### src/rtl/riscv_pkg.sv
// Shared RV32I encoding types and constants for the instruction encoder.
// The immediate-format codes match the immediate extender's ImmSrc selection.
package riscv_pkg;

    typedef enum logic [2:0] {
        IMM_I = 3'b000,
        IMM_S = 3'b001,
        IMM_B = 3'b010,
        IMM_U = 3'b011,
        IMM_J = 3'b100,
        IMM_R = 3'b101
    } imm_src_e;

    localparam logic [31:0] NOP = 32'h0000_0013;

    localparam logic [6:0] OP_IMM    = 7'h13;
    localparam logic [6:0] OP_STORE  = 7'h23;
    localparam logic [6:0] OP_BRANCH = 7'h63;
    localparam logic [6:0] OP_LUI    = 7'h37;
    localparam logic [6:0] OP_JAL    = 7'h6F;
    localparam logic [6:0] OP_REG    = 7'h33;

    typedef struct packed {
        logic [31:0] instr;
        logic        illegal;
        logic        err;
    } enc_word_t;

endpackage

### src/rtl/imm_pack.sv
// Combinational packer: format + fields + immediate -> RV32I word, illegal and range flags.
// Optional immediate range checking is enabled with `define IMM_RANGE_CHECK_EN.
module imm_pack (
    input  logic [2:0]  immsrc,
    input  logic [6:0]  opcode,
    input  logic [4:0]  rd,
    input  logic [4:0]  rs1,
    input  logic [4:0]  rs2,
    input  logic [2:0]  funct3,
    input  logic [6:0]  funct7,
    input  logic [31:0] imm,
    output logic [31:0] word,
    output logic        illegal,
    output logic        err
);
    import riscv_pkg::*;

    always_comb begin
        word    = '0;
        illegal = 1'b0;
        case (immsrc)
            IMM_I: word = {imm[11:0], rs1, funct3, rd, opcode};
            IMM_S: word = {imm[11:5], rs2, rs1, funct3, imm[4:0], opcode};
            IMM_B: word = {imm[12], imm[10:5], rs2, rs1, funct3, imm[4:1], imm[11], opcode};
            IMM_U: word = {imm[31:12], rd, opcode};
            IMM_J: word = {imm[20], imm[10:1], imm[11], imm[19:12], rd, opcode};
            IMM_R: word = {funct7, rs2, rs1, funct3, rd, opcode};
            default: begin
                word    = NOP;
                illegal = 1'b1;
            end
        endcase
    end

`ifdef IMM_RANGE_CHECK_EN
    logic signed [31:0] simm;
    assign simm = $signed(imm);

    always_comb begin
        err = 1'b0;
        case (immsrc)
            IMM_I, IMM_S: err = (simm < -32'sd2048) || (simm > 32'sd2047);
            IMM_B:        err = (simm < -32'sd4096) || (simm > 32'sd4094) || imm[0];
            IMM_J:        err = (simm < -32'sd1048576) || (simm > 32'sd1048574) || imm[0];
            IMM_U:        err = |imm[11:0];
            default:      err = 1'b0;
        endcase
    end
`else
    assign err = 1'b0;
`endif

endmodule

### src/rtl/instr_encoder.sv
// RV32I instruction encoder: accepted requests are packed and buffered in a FIFO,
// emitted with a running byte address. Range flag via `define IMM_RANGE_CHECK_EN.
module instr_encoder #(
    parameter int unsigned FIFO_DEPTH = 4,
    parameter logic [31:0] BASE_ADDR  = 32'h0000_0000
) (
    input  logic        clk,
    input  logic        reset,
    input  logic        in_valid,
    output logic        in_ready,
    input  logic [2:0]  in_immsrc,
    input  logic [6:0]  in_opcode,
    input  logic [4:0]  in_rd,
    input  logic [4:0]  in_rs1,
    input  logic [4:0]  in_rs2,
    input  logic [2:0]  in_funct3,
    input  logic [6:0]  in_funct7,
    input  logic [31:0] in_imm,
    output logic        out_valid,
    input  logic        out_ready,
    output logic [31:0] out_instr,
    output logic [31:0] out_addr,
    output logic        out_illegal,
    output logic        out_err
);
    import riscv_pkg::*;

    localparam int unsigned PTR_W = $clog2(FIFO_DEPTH);
    localparam int unsigned CNT_W = PTR_W + 1;

    enc_word_t enc;
    enc_word_t mem_q [FIFO_DEPTH];
    enc_word_t head;

    logic [PTR_W-1:0] wr_ptr_q, wr_ptr_d;
    logic [PTR_W-1:0] rd_ptr_q, rd_ptr_d;
    logic [CNT_W-1:0] count_q, count_d;
    logic [31:0]      addr_q, addr_d;
    logic             in_ready_q, in_ready_d;
    logic             head_valid, push, pop;

    imm_pack u_imm_pack (
        .immsrc  (in_immsrc),
        .opcode  (in_opcode),
        .rd      (in_rd),
        .rs1     (in_rs1),
        .rs2     (in_rs2),
        .funct3  (in_funct3),
        .funct7  (in_funct7),
        .imm     (in_imm),
        .word    (enc.instr),
        .illegal (enc.illegal),
        .err     (enc.err)
    );

    assign head_valid = (count_q != '0);
    assign push       = in_valid && in_ready_q;
    assign pop        = head_valid && out_ready;

    // The FIFO slot itself is the registered encode stage; in_ready comes from the
    // next count so a pop never opens the input in the same cycle.
    always_comb begin
        wr_ptr_d   = wr_ptr_q;
        rd_ptr_d   = rd_ptr_q;
        addr_d     = addr_q;
        count_d    = count_q + CNT_W'(push) - CNT_W'(pop);
        if (push) wr_ptr_d = wr_ptr_q + PTR_W'(1);
        if (pop) begin
            rd_ptr_d = rd_ptr_q + PTR_W'(1);
            addr_d   = addr_q + 32'd4;
        end
        in_ready_d = (count_d < CNT_W'(FIFO_DEPTH));
    end

    always_ff @(posedge clk or posedge reset) begin
        if (reset) begin
            wr_ptr_q   <= '0;
            rd_ptr_q   <= '0;
            count_q    <= '0;
            addr_q     <= BASE_ADDR;
            in_ready_q <= 1'b1;
        end else begin
            wr_ptr_q   <= wr_ptr_d;
            rd_ptr_q   <= rd_ptr_d;
            count_q    <= count_d;
            addr_q     <= addr_d;
            in_ready_q <= in_ready_d;
        end
    end

    always_ff @(posedge clk) begin
        if (push) mem_q[wr_ptr_q] <= enc;
    end

    assign head        = mem_q[rd_ptr_q];
    assign in_ready    = in_ready_q;
    assign out_valid   = head_valid;
    assign out_instr   = head_valid ? head.instr : '0;
    assign out_illegal = head_valid && head.illegal;
    assign out_err     = head_valid && head.err;
    assign out_addr    = addr_q;

endmodule

### config.mk
export PLATFORM = sky130hd
export DESIGN_NAME = instr_encoder
export DESIGN_NICKNAME = d
export VERILOG_FILES = /design/src/rtl/riscv_pkg.sv /design/src/rtl/imm_pack.sv /design/src/rtl/instr_encoder.sv
export SDC_FILE = /design/constraint.sdc
export NUM_CORES = 1
export LEC_CHECK = 0
export CELL_PAD_IN_SITES_DETAIL_PLACEMENT = 1
export CELL_PAD_IN_SITES_GLOBAL_PLACEMENT = 1
export CORE_ASPECT_RATIO = 0.5
export CORE_MARGIN = 10
export CORE_UTILIZATION = 25
export DETAILED_ROUTE_END_ITERATION = 8
export PLACE_DENSITY = 0.53
export SYNTH_ARGS = -nofsm -noshare
export SYNTH_HDL_FRONTEND = slang
export SYNTH_SLANG_ARGS = --single-unit
### constraint.sdc
create_clock -name clk -period 3.2 [get_ports clk]
set_input_delay 0.32 -clock clk [delete_from_list [all_inputs] [get_ports clk]]
set_output_delay 0.32 -clock clk [all_outputs]
set_load 0.005 [all_outputs]
After elaboration in Yosys (flattened, before gate mapping) --
Memories as Yosys holds them, arrays and structs flattened. Index checks and enable logic that the tools add are counted.
Word-level totals: bits in registers 40, RAM bits 132, bits of input ports 71, logic and storage cells 29, memories kept 1
Memory list:
- mem_q | words 4, width 33, read ports 1, clocked after memory_dff 0, wr ports 1, line instr_encoder.sv:32 | enc_word_t mem_q [FIFO_DEPTH];
Cells by class: $add $sub $neg 5, magnitude comparators 1, equality and inequality tests 5, multiplexer cells 5, reductions and logical operators 7
Operators by type and width (number):
- 32-bit case mux with 6 select lines | 1
- 32-bit by 3-bit adder with 32-bit output (second input constant) | 1
- 32-bit 2-to-1 mux | 1
- 3-bit by 2-bit equality test with 1-bit output (second input constant) | 2
- 3-bit equality test (second input constant) | 2
- 6-bit OR reduction | 1
- 2-bit by 1-bit adder with 2-bit output (second input constant) | 2
- 3-bit by 1-bit adder with 3-bit output | 1
- 3-bit by 1-bit equality test with 1-bit output (second input constant) | 1
- 1-bit logical AND | 3
- 3-bit zero test | 1
- 3-bit less-than comparator (second input constant) | 1
- 1-bit 2-to-1 mux | 3
- 3-bit nonzero test | 1
- 3-bit by 1-bit subtractor with 3-bit output | 1
- 1-bit logical AND (second input constant) | 1

Depth between registers and ports, before layout --
depth in word-level cells 4, gate-level depth with buffers 10, gate-level depth less buffers 9

By module --
Synthesis repeated with hierarchy kept, for this count alone.
Unflattened totals: cell total of the unflattened synthesis 496, area, all modules 7836.3 um^2
By module, submodules not included:
- instr_encoder | instances 1, cells an instance 371, area each 6959.2 um^2, sequential area each 5036.1 um^2
- imm_pack | instances 1, cells an instance 125, area each 877.1 um^2, sequential area each 0.0 um^2

Worst setup path after synthesis --
OpenSTA, ideal clock, no wires.
kind reg-to-reg, from reg count_q[1], to reg count_q[2], arrival 2118 ps, path slack 960 ps, stages on the path, launching flop included 11, buffers on the path 1, period minus slack after synthesis 2240 ps, cells stage by stage dfrtp_1 > o31a_1 > buf_2 > ha_1 > inv_1 > ha_1 > inv_1 > fa_1 > xnor2_1 > xor2_1 > inv_1
On the way: longest elaborated chain between the ends 3, elaborated cells on any way between the ends 4, classes of those cells add/sub: 2; reduce/logical: 2
Ends and longest elaborated chain:
- from (decl) | line instr_encoder.sv:37 | logic [CNT_W-1:0] count_q, count_d;
- from (signal assigned) | line instr_encoder.sv:85 | count_q <= count_d;
- 3-bit nonzero test | line instr_encoder.sv:56 | assign head_valid = (count_q != '0);
- 1-bit logical AND | line instr_encoder.sv:58 | assign pop = head_valid && out_ready;
- named net pop | line instr_encoder.sv:40 | logic head_valid, push, pop;
- 3-bit by 1-bit subtractor with 3-bit output | line instr_encoder.sv:66 | count_d = count_q + CNT_W'(push) - CNT_W'(pop);
- named net count_d[2] | line instr_encoder.sv:37
The timed path passes the listed nets, and every way through them passes these cells. A chain may end at the register's enable or synchronous reset.

Worst setup path in the final report --
from reg rd_ptr_q[0], to out out_instr[15]
On the way: longest elaborated chain between the ends 2
Ends and longest elaborated chain:
- from (decl) | line instr_encoder.sv:36 | logic [PTR_W-1:0] rd_ptr_q, rd_ptr_d;
- from (signal assigned) | line instr_encoder.sv:84 | rd_ptr_q <= rd_ptr_d;
- memory 4 x 33 bit
- 32-bit 2-to-1 mux | line instr_encoder.sv:98 | assign out_instr = head_valid ? head.instr : '0;
- to (decl) | line instr_encoder.sv:21 | output logic [31:0] out_instr,
No other way between the ends.

==> metrics.log <==
[metrics] global-route total usage across every layer: 11.3%
[metrics] final critical-path share of the clock period: 82.4%
[metrics] reported max-cap violation count: 0
[metrics] Critical Path, Cell by Cell: buf_12, mux4_2, and2_1, clkdlybuf4s50_1
[metrics] CTS sink count: between 150 and 200
[metrics] status: finished, final reports clean
[metrics] EDFF count, synth: 132
[metrics] routed vias/inst: between 4 and 5
[metrics] type of destination of the critical path: output pin
[metrics] Inserted Clock Buffers: 17
[metrics] Die Width: approximately 270 um
[metrics] fin util: 34.0%
[metrics] worst IR drop on VDD: 0.000399 V
[metrics] DR vias: 4,640
[metrics] Initial Utilization: 25.6%
[metrics] worst-case headroom to the max-slew limit: 43.3%
[metrics] Setup Skew: 0.00623 ns
[metrics] Max Transition Viols Final: 0
[metrics] total internal power: 5.46 mW
[metrics] synthesized area per cell: 15.5 um2
[metrics] vias in the first global route: 5,113
[metrics] cell area after layout: 0.00997 mm2
[metrics] clock share of power: around 28%
[metrics] maximum single-stage delay on the critical path: 0.54 ns
[metrics] leakage power: 3.55 nW
[metrics] switching share of total power: 28.5%
[metrics] core area: 0.0293 mm2
[metrics] total count of hold-check failures in the final report: 0
[metrics] number of warnings reported in the yosys synthesis log: 0
[metrics] class of the most critical setup path: flip-flop to output pin
[metrics] number of antenna repair diodes: 0
[metrics] number of port buffers: 135
[metrics] Max stage delay cell, worst path: sky130_fd_sc_hd__mux4_2
[metrics] Reg area: between 0.004 and 0.005 mm2
[metrics] fraction of final layout cells with drive strength greater than 1: 14.5%
[metrics] Post-Route Setup TNS: 0 ns
[metrics] power density over cell area: 766 mW/mm2
[metrics] Comb power frac: 33.8%
[metrics] synthesis-stage register bit count: 170
[metrics] placed cell count: about 1,000
[metrics] sw power: 2.18 mW
[metrics] fin cells: 1,033
[metrics] # setup viols final: 0
[metrics] critical path fanouts, max: 35
[metrics] number of setup buffers added after CTS: 0
[metrics] clock-pin transition on the worst setup and hold timing paths: 0.06 ns
[metrics] class of the tightest hold or removal check: input port to asynchronous set/reset pin
[metrics] Die Y: 143 um
[metrics] worst slack on hold paths: between 0.3 and 0.4 ns
[metrics] global-route wire length before repair: between 30 and 40 mm
[metrics] number of standard-cell rows in the floorplan: 44
[metrics] area of the multi-input gates: 0.00243 mm2
[metrics] Residual DRC: 0
[metrics] most frequent standard cell in the layout excluding fill and tap cells: sky130_fd_sc_hd__clkdlybuf4s50_1
[metrics] GRT Residual Overflow: 0
[metrics] Final ANT Viol Nets: 0
[metrics] number of buffers and inverters on the critical path: 2
[metrics] clock latency at the later pin of the worst-skew pair: 0.43 ns
[metrics] global placement routability congestion: 0.715
[metrics] Fmax achieved: 379 MHz
[metrics] proportion of synthesized chip area in sequential cells: 65.3%
[metrics] ys flop type: sky130_fd_sc_hd__edfxtp_1
[metrics] Clock Root Buffer: sky130_fd_sc_hd__clkbuf_16
[metrics] Routed WL: 21.0 mm
[metrics] number of library cell types mapped by synthesis: 40
[metrics] Syn-to-layout area delta: 32.5%
[metrics] relative contribution of sequential cells to total power: 38.6%
[metrics] Resized cells post-CTS: 0
[metrics] transition time at the pin with the least slew margin: 0.849 ns
[metrics] net count of the finished layout: just over 700
[metrics] hold buffer count at cts: 0
[metrics] number of primary I/O pins: approximately 140
[metrics] worst path arrival time: between 2 and 2.5 ns
[metrics] die outline area: 0.0379 mm2
[metrics] total standard cell area after synthesis: 0.00752 mm2
[metrics] number of iterations in the first detailed-routing pass: 4
[metrics] RSZ-0062 raised after global routing: no
[metrics] CTS tree: done
[metrics] most frequent cells in the layout: sky130_fd_sc_hd__clkdlybuf4s50_1 (135), sky130_fd_sc_hd__edfxtp_1 (132), sky130_fd_sc_hd__and2_1 (38)
[metrics] post-detailed-placement cell area: 0.00937 mm2
[metrics] startpoint kind of the worst setup timing path: flip-flop
[metrics] cells after synthesis: 486
[metrics] required time worst endpoint: 2.88 ns
[metrics] DP Wirelength: 14.5 mm
[metrics] Synth async-reset ratio: between 20% and 30%
[metrics] crit path time final: 2.64 ns
[metrics] maximum clock path buffer count: 2
[metrics] critical path's top delay family: buffers and inverters
[metrics] iteration-0 DRC count of the detailed router: 214
[metrics] total of fill cells in the finished design: 3,039
[metrics] CTS H-tree lvls: 4
[metrics] Routed WL per cell: between 20 and 25 um
[metrics] number of antenna violations at the first check in global routing: 0
[metrics] pin count of the biggest net entering global routing: 36
-- kinds of logic (layout without fill, tap and decap cells) --
| kind of cell | after synthesis | count (layout) | synth area share (%) |
|---|---|---|---|
| AND/OR/NAND/NOR | 116 | 116 | 8.91 |
| flip-flops | 170 | 170 | 65.3 |
| adder cells (fa/ha/maj) | 8 | 8 | 1.43 |
| XOR/XNOR | 34 | 34 | 3.96 |
| buffers and inverters | 42 | 196 | 2.46 |
| other | 1 | 3 | 0.0498 |
| AO/OA/AOI/OAI | 63 | 63 | 5.32 |
| multiplexers | 52 | 52 | 12.5 |
-- cells in the mapped netlist, drive strengths merged, types with 6 or more instances --
cell type	number	share of area, %
edfxtp	132	53
and3	6	0.50
o21ai	11	0.73
nor2	12	0.60
a22oi	21	2.1
mux4	33	9.9
clkbuf	15	0.75
buf	14	1.1
inv	13	0.65
nand3	9	0.67
xnor2	13	1.5
a21oi	9	0.60
mux2	7	1.0
o22ai	20	1.7
xor2	21	2.4
and2	38	3.2
dfrtp	37	12
ha	7	1.2
nor3	10	0.67
mux2i	12	1.6
nand4	7	0.67
nand2	18	0.90
-- area by class of cell --
type | instances | share of cell area (%)
Sequential cell | 170 | 49.3
Multi-Input combinational cell | 276 | 24.4
Timing Repair Buffer | 151 | 14.9
Tap cell | 391 | 4.91
Clock buffer | 19 | 4.34
Clock inverter | 13 | 1.66
Inverter | 13 | 0.490
-- per-stage QoR --
step	power, mW	setup WS, ns
CTS	7.82	0.488
global route	8.10	0.448
floorplan	4.28	0.960
finish	7.64	0.564
detailed placement	5.68	0.690
global placement	5.66	0.761
-- flip-flops by register name (all words and copies together), names as in the netlist --
register and count:
count_q 3, in_ready 1, mem_q 132, out_addr 30, rd_ptr_q 2, wr_ptr_q 2
-- worst paths after layout --
| check | slack, ns | cells after the start | to | start |
|---|---|---|---|---|
| min in group clk | 0.48 | 1 | out_addr[31] | out_addr[31] |
| max reg2reg | 0.91 | 5 | out_addr[30] | out_addr[2] |
| min reg2reg | 0.48 | 1 | out_addr[31] | out_addr[31] |
| min | 0.37 | 2 | wr_ptr_q[1] | reset |
| max | 0.56 | 4 | out_instr[15] | rd_ptr_q[0] |
| max in group asynchronous | 2.16 | 3 | out_addr[6] | reset |
-- layer usage --
layer / vias to the layer above / track usage (%) / share of wire [%]
met3: 8 / 2.71 / 2.5
met4: 0 / 2.80 / 0.76
li1: 2148 / - / -
met5: - / 0 / 0
met1: 2435 / 12.9 / 42
met2: 49 / 20.9 / 55
-- worst reg2reg max path, delay by kind of cell, from the launching register on --
| family | cells | cell delay, ns |
|---|---|---|
| xor gates and xnor gates | 1 | 0.16 |
| and+or+nand+nor | 2 | 1.04 |
| AOI/OAI and AO/OA | 1 | 0.26 |
| DFF | 1 | 0.49 |
| adders and majority gates | 1 | 0.28 |
-- power by group through the flow --
| stage | Clock [mW] | Sequential, mW | Combinational, mW |
|---|---|---|---|
| final | 2.11 | 2.95 | 2.58 |
| after floorplan | 0 | 2.94 | 1.34 |
| after global placement | 0 | 2.99 | 2.67 |
| after CTS | 2.18 | 2.96 | 2.69 |
| after detailed placement | 0 | 3.00 | 2.68 |
| after global routing | 2.29 | 2.99 | 2.83 |
No activity file was read; power rests on OpenSTA's default activity.
